### src/rtl/stack_arb_pkg.sv
// Shared encodings for the stack arbiter: FSM states and request op codes.
package stack_arb_pkg;

    typedef enum logic [1:0] {
        ST_IDLE  = 2'd0,
        ST_ISSUE = 2'd1,
        ST_RESP  = 2'd2
    } state_e;

    localparam logic OP_PUSH = 1'b0;
    localparam logic OP_POP  = 1'b1;

endpackage

### src/rtl/rr_arbiter.sv
// Combinational round-robin picker: first set request after last_i, wrapping at NUM_REQ.
module rr_arbiter #(
    parameter int NUM_REQ = 2,
    parameter int IDX_W   = 1
) (
    input  logic [NUM_REQ-1:0] req_i,
    input  logic [IDX_W-1:0]   last_i,
    output logic [NUM_REQ-1:0] grant_o,
    output logic [IDX_W-1:0]   grant_idx_o,
    output logic               any_o
);

    localparam int unsigned N = NUM_REQ;

    logic [IDX_W-1:0] idx;

    always_comb begin
        grant_o     = '0;
        grant_idx_o = '0;
        any_o       = 1'b0;
        idx         = '0;
        for (int unsigned k = 1; k <= N; k++) begin
            idx = IDX_W'((32'(last_i) + k) % N);
            if (!any_o && req_i[idx]) begin
                any_o       = 1'b1;
                grant_o     = '0;
                grant_o[idx] = 1'b1;
                grant_idx_o = idx;
            end
        end
    end

endmodule

### src/rtl/stack_arbiter.sv
// Round-robin arbiter sharing one stack among NUM_REQ requesters; one operation
// in flight at a time, answered with a single-cycle tagged response.
module stack_arbiter
    import stack_arb_pkg::*;
#(
    parameter int NUM_REQ    = 2,
    parameter int ID_WIDTH   = 1,
    parameter int DATA_WIDTH = 8
) (
    input  logic                           CLK,
    input  logic                           RST,
    input  logic [NUM_REQ-1:0]             REQ_VALID,
    input  logic [NUM_REQ-1:0]             REQ_POP,
    input  logic [NUM_REQ*DATA_WIDTH-1:0]  REQ_DATA,
    output logic [NUM_REQ-1:0]             REQ_READY,
    output logic                           RSP_VALID,
    output logic [ID_WIDTH-1:0]            RSP_ID,
    output logic [DATA_WIDTH-1:0]          RSP_DATA,
    output logic                           RSP_ERR,
    output logic                           STK_PUSH,
    output logic                           STK_POP,
    output logic [DATA_WIDTH-1:0]          STK_DATA_IN,
    input  logic [DATA_WIDTH-1:0]          STK_DATA_OUT,
    input  logic                           STK_FULL,
    input  logic                           STK_EMPTY
);

    state_e                  state_q, state_d;
    logic [ID_WIDTH-1:0]     last_q, last_d;
    logic [ID_WIDTH-1:0]     id_q, id_d;
    logic                    push_q, push_d;
    logic                    pop_q, pop_d;
    logic [DATA_WIDTH-1:0]   din_q, din_d;
    logic                    rsp_valid_q, rsp_valid_d;
    logic [ID_WIDTH-1:0]     rsp_id_q, rsp_id_d;
    logic                    rsp_err_q, rsp_err_d;

    logic [NUM_REQ-1:0]      gnt;
    logic [ID_WIDTH-1:0]     gnt_idx;
    logic                    gnt_any;
    logic                    gnt_op;
    logic [DATA_WIDTH-1:0]   gnt_data;
    logic                    gnt_err;

    rr_arbiter #(
        .NUM_REQ (NUM_REQ),
        .IDX_W   (ID_WIDTH)
    ) u_rr (
        .req_i       (REQ_VALID),
        .last_i      (last_q),
        .grant_o     (gnt),
        .grant_idx_o (gnt_idx),
        .any_o       (gnt_any)
    );

    always_comb begin
        gnt_op   = REQ_POP[gnt_idx];
        gnt_data = REQ_DATA[gnt_idx*DATA_WIDTH +: DATA_WIDTH];
        gnt_err  = ((gnt_op == OP_PUSH) && STK_FULL) || ((gnt_op == OP_POP) && STK_EMPTY);
    end

    // Strobes and responses are decided one cycle ahead so every output leaves a flop.
    always_comb begin
        state_d     = state_q;
        last_d      = last_q;
        id_d        = id_q;
        push_d      = 1'b0;
        pop_d       = 1'b0;
        din_d       = '0;
        rsp_valid_d = 1'b0;
        rsp_id_d    = '0;
        rsp_err_d   = 1'b0;
        REQ_READY   = '0;
        case (state_q)
            ST_IDLE: begin
                if (gnt_any && !RST) begin
                    REQ_READY = gnt;
                    id_d      = gnt_idx;
                    last_d    = gnt_idx;
                    if (gnt_err) begin
                        state_d     = ST_RESP;
                        rsp_valid_d = 1'b1;
                        rsp_id_d    = gnt_idx;
                        rsp_err_d   = 1'b1;
                    end else begin
                        state_d = ST_ISSUE;
                        push_d  = (gnt_op == OP_PUSH);
                        pop_d   = (gnt_op == OP_POP);
                        din_d   = (gnt_op == OP_PUSH) ? gnt_data : '0;
                    end
                end
            end
            ST_ISSUE: begin
                state_d     = ST_RESP;
                rsp_valid_d = 1'b1;
                rsp_id_d    = id_q;
            end
            ST_RESP: begin
                state_d = ST_IDLE;
            end
            default: begin
                state_d = ST_IDLE;
            end
        endcase
    end

    always_ff @(posedge CLK) begin
        if (RST) begin
            state_q     <= ST_IDLE;
            last_q      <= ID_WIDTH'(NUM_REQ - 1);
            id_q        <= '0;
            push_q      <= 1'b0;
            pop_q       <= 1'b0;
            din_q       <= '0;
            rsp_valid_q <= 1'b0;
            rsp_id_q    <= '0;
            rsp_err_q   <= 1'b0;
        end else begin
            state_q     <= state_d;
            last_q      <= last_d;
            id_q        <= id_d;
            push_q      <= push_d;
            pop_q       <= pop_d;
            din_q       <= din_d;
            rsp_valid_q <= rsp_valid_d;
            rsp_id_q    <= rsp_id_d;
            rsp_err_q   <= rsp_err_d;
        end
    end

    assign STK_PUSH    = push_q;
    assign STK_POP     = pop_q;
    assign STK_DATA_IN = din_q;
    assign RSP_VALID   = rsp_valid_q;
    assign RSP_ID      = rsp_id_q;
    assign RSP_ERR     = rsp_err_q;
    // The stack's DATA_OUT already reflects the strobe in the response cycle.
    assign RSP_DATA    = (rsp_valid_q && !rsp_err_q) ? STK_DATA_OUT : '0;

endmodule

### config.mk
export PLATFORM = sky130hd
export DESIGN_NAME = stack_arbiter
export DESIGN_NICKNAME = d
export VERILOG_FILES = /design/src/rtl/stack_arb_pkg.sv /design/src/rtl/rr_arbiter.sv /design/src/rtl/stack_arbiter.sv
export SDC_FILE = /design/constraint.sdc
export NUM_CORES = 1
export LEC_CHECK = 0
export CAP_MARGIN = 20
export CELL_PAD_IN_SITES_DETAIL_PLACEMENT = 1
export CELL_PAD_IN_SITES_GLOBAL_PLACEMENT = 1
export CORE_MARGIN = 1.5
export CORE_UTILIZATION = 26
export DETAILED_ROUTE_END_ITERATION = 10
export PLACE_DENSITY = 0.8
export SKIP_CTS_REPAIR_TIMING = 1
export SLEW_MARGIN = 30
export SYNTH_ARGS = -nofsm -noshare
export SYNTH_HDL_FRONTEND = slang
export SYNTH_SLANG_ARGS = --single-unit
### constraint.sdc
create_clock -name CLK -period 3.1 [get_ports CLK]
set_clock_uncertainty 0.15 [all_clocks]
set_input_delay 0.62 -clock CLK [delete_from_list [all_inputs] [get_ports CLK]]
set_output_delay 0.62 -clock CLK [all_outputs]
set_load 0.01 [all_outputs]
==> results.md <==
- Most frequent cells in the layout: clkdlybuf4s50_1, dfxtp_1, mux2i_1
- Root buffer cell: clkbuf_4
- Worst-path cell chain: clkdlybuf4s50_1, nor3_2, and3b_1, clkdlybuf4s50_1
- Wire per inst: 13.5 µm
- Clk pwr share: 0.226
- Nets: 167
- Worst path bufs/invs: 2
- First-pass GRT wire length: 3610 µm
- Setup violators final: 0
- Largest net degree at the start of global routing: 14
- Setup TNS: 0 ns
- Fill count: 313
- Max-Cap Viols: 0
- Mean Syn Cell Area: 10.5 µm²
- Max incr delay on CP: 0.53 ns
- Io pins: 55
- Fin. max-slew vios: 0
- R2R Setup Slk: 1.49 ns
- Unrepaired setup endpoints after global routing: no
- Clock Tree Buf Depth: 2
- Iter 0 DRT Violations: 40
- Final Hold Fails: 0
- Slew @ Worst Pin: 0.399 ns
- Row count: 19
- H-tree levels: 1
- Worst min path class: reg -> reg
- Vias/cell: 4.72
- Tcrit/Tclk final: 0.901
- First drt pass iteration count: 8
- Sequential share of power: 0.466
- Skew-Pair Late Insertion Delay: 0.29 ns
- Syn Nets: 108
- Port bufs: 54
- CTS Buf Count: 3
- Fmax: 358 MHz
- DP HPWL: 1800 µm
- # diodes: 0
- Sink Count: 17
- Post-Route WL: 2230 µm
- Max-Slew Margin vs Limit: 0.726
- Die Ht: 58.3 µm
- Die W: 58.3 µm
- Slowest-stage cell, CP: clkdlybuf4s50_1
- Sw frac: 0.271
- Internal power: 0.378 mW
- Peak supply drop: 0.164 mV
- Area grow syn2layout: 76.1%
- Worst Setup Start Kind: input pin
- Outcome: finished with violations
- Fin crit period: 2.79 ns
- Number of distinct library cells after synthesis: 21
- Clk slew on worst S/H paths: 0.10 ns
- Cell leakage power: 0.516 nW
- DP Area: 0.00137 mm²
- Antenna violations before repair: 0
- Crit path DAT: 2.02 ns
- Most common cell after layout, fill and taps aside: clkdlybuf4s50_1
- CP Max Fanout: 6
- Worst EP required: 2.33 ns
- Die area: 0.00340 mm²
- Register bit count reported by yosys: 17
- PwrDens: 371 mW/mm²
- Worst Setup End Kind: primary output
- GR Overflow Total: 0
- Comb pwr share: 0.308
- Setup Crit Path Kind: in -> out
- Sw Pwr: 0.141 mW
- Drt drc: 8
- Multi-input gate area: 430 µm²
- Post-route ant nets: 0
- Global Route Usage Sum: 0.143
- Delay-heaviest family, CP: buffers and inverters
- Register area: 340 µm²
- Warnings, synthesis: 0
- Vias in the first global route: 797
- Post-route cell area: 0.00140 mm²
- Initial core utilization: 0.281
- CTS tree: yes
- Core box area: 0.00283 mm²
- Mapped Area: 795 µm²
- Cell count after synthesis: 76
- Gpl congestion: 0.714
- Failing checks: design-rule violations
- Vias: 778
- Layout cell share with drive strength beyond 1: 0.127
- Seq/Total Area, Yosys: 0.428
- Most common cell on crit path: clkdlybuf4s50_1
==> flip-flops by register name, indices dropped and copies added (netlist names) <==
| register | count |
|---|---|
| RSP_ERR | 1 |
| RSP_ID | 1 |
| RSP_VALID | 1 |
| STK_DATA_IN | 8 |
| STK_POP | 1 |
| STK_PUSH | 1 |
| id_q | 1 |
| last_q | 1 |
| state_q | 2 |
==> power by group through the flow <==
stage | Clock (mW) | Combinational [mW] | Sequential, mW
2_1_floorplan | 0 | 0.0690 | 0.249
3_3_place_gp | 0 | 0.158 | 0.246
3_5_place_dp | 0 | 0.163 | 0.247
4_1_cts | 0.123 | 0.164 | 0.242
5_1_grt | 0.137 | 0.174 | 0.244
6_report | 0.117 | 0.160 | 0.242
==> metrics by stage <==
step / util / total power, mW / instances / setup WS (ns) / hold slack (ns)
floorplan: - / 0.318 / 76 / 1.08 / 0.281
global placement: 0.485 / 0.404 / 161 / 0.348 / 0.297
detailed placement: 0.485 / 0.410 / 161 / 0.314 / 0.294
CTS: 0.494 / 0.528 / 165 / 0.307 / 0.309
global route: 0.494 / 0.556 / 165 / 0.216 / 0.314
finish: 0.494 / 0.519 / 165 / 0.306 / 0.306
==> cell usage after synthesis (all sizes together) <==
master / instances / area (µm²)
a21boi: 2 / 26.3
a21oi: 2 / 10.0
a221o: 1 / 10.0
a32o: 2 / 20.0
and2: 9 / 56.3
and3b: 2 / 17.5
buf: 2 / 16.3
clkbuf: 1 / 7.51
dfxtp: 17 / 340
mux2: 1 / 11.3
mux2i: 10 / 100
nand2: 3 / 11.3
nand3b: 1 / 7.51
nor2: 7 / 26.3
nor2b: 4 / 25.0
nor3: 10 / 95.1
o21ai: 1 / 5.00
o41ai: 1 / 8.76
==> tightest hold or removal path: stages (launching register included) <==
cell,delay (ns)
dfxtp_1,0.32
nand2_1,0.05
a21boi_1,0.05
==> cells by family (layout without fill, tap and decap cells) <==
kind of cell,count (synthesis),count (layout),synth area share
AO/OA/AOI/OAI,9,9,0.101
AND/OR/NAND/NOR,36,36,0.301
buffers and inverters,3,61,0.0299
multiplexers,11,11,0.140
flip-flops,17,17,0.428
==> cell type report <==
type / instances / area share
Sequential cell: 17 / 0.243
Multi-Input combinational cell: 56 / 0.308
Timing Repair Buffer: 57 / 0.403
Tap cell: 31 / 0.0277
Clock buffer: 4 / 0.0188
==> routing by layer <==
| metal | part of all wire | track usage |
|---|---|---|
| met2 | 0.47 | 0.254 |
| met1 | 0.40 | 0.151 |
| met4 | 0.013 | 0.0598 |
| met3 | 0.12 | 0.0513 |
| met5 | 0 | 0 |
==> path summary, 6_finish.rpt <==
check | from | end | depth (start not counted)
setup / recovery | RST | REQ_READY[0] | 4
hold / removal | id_q | RSP_ID | 2
setup reg to reg | last_q | RSP_VALID | 4
hold reg to reg | id_q | RSP_ID | 2
Note: power is estimated with default switching activity, not from simulation.
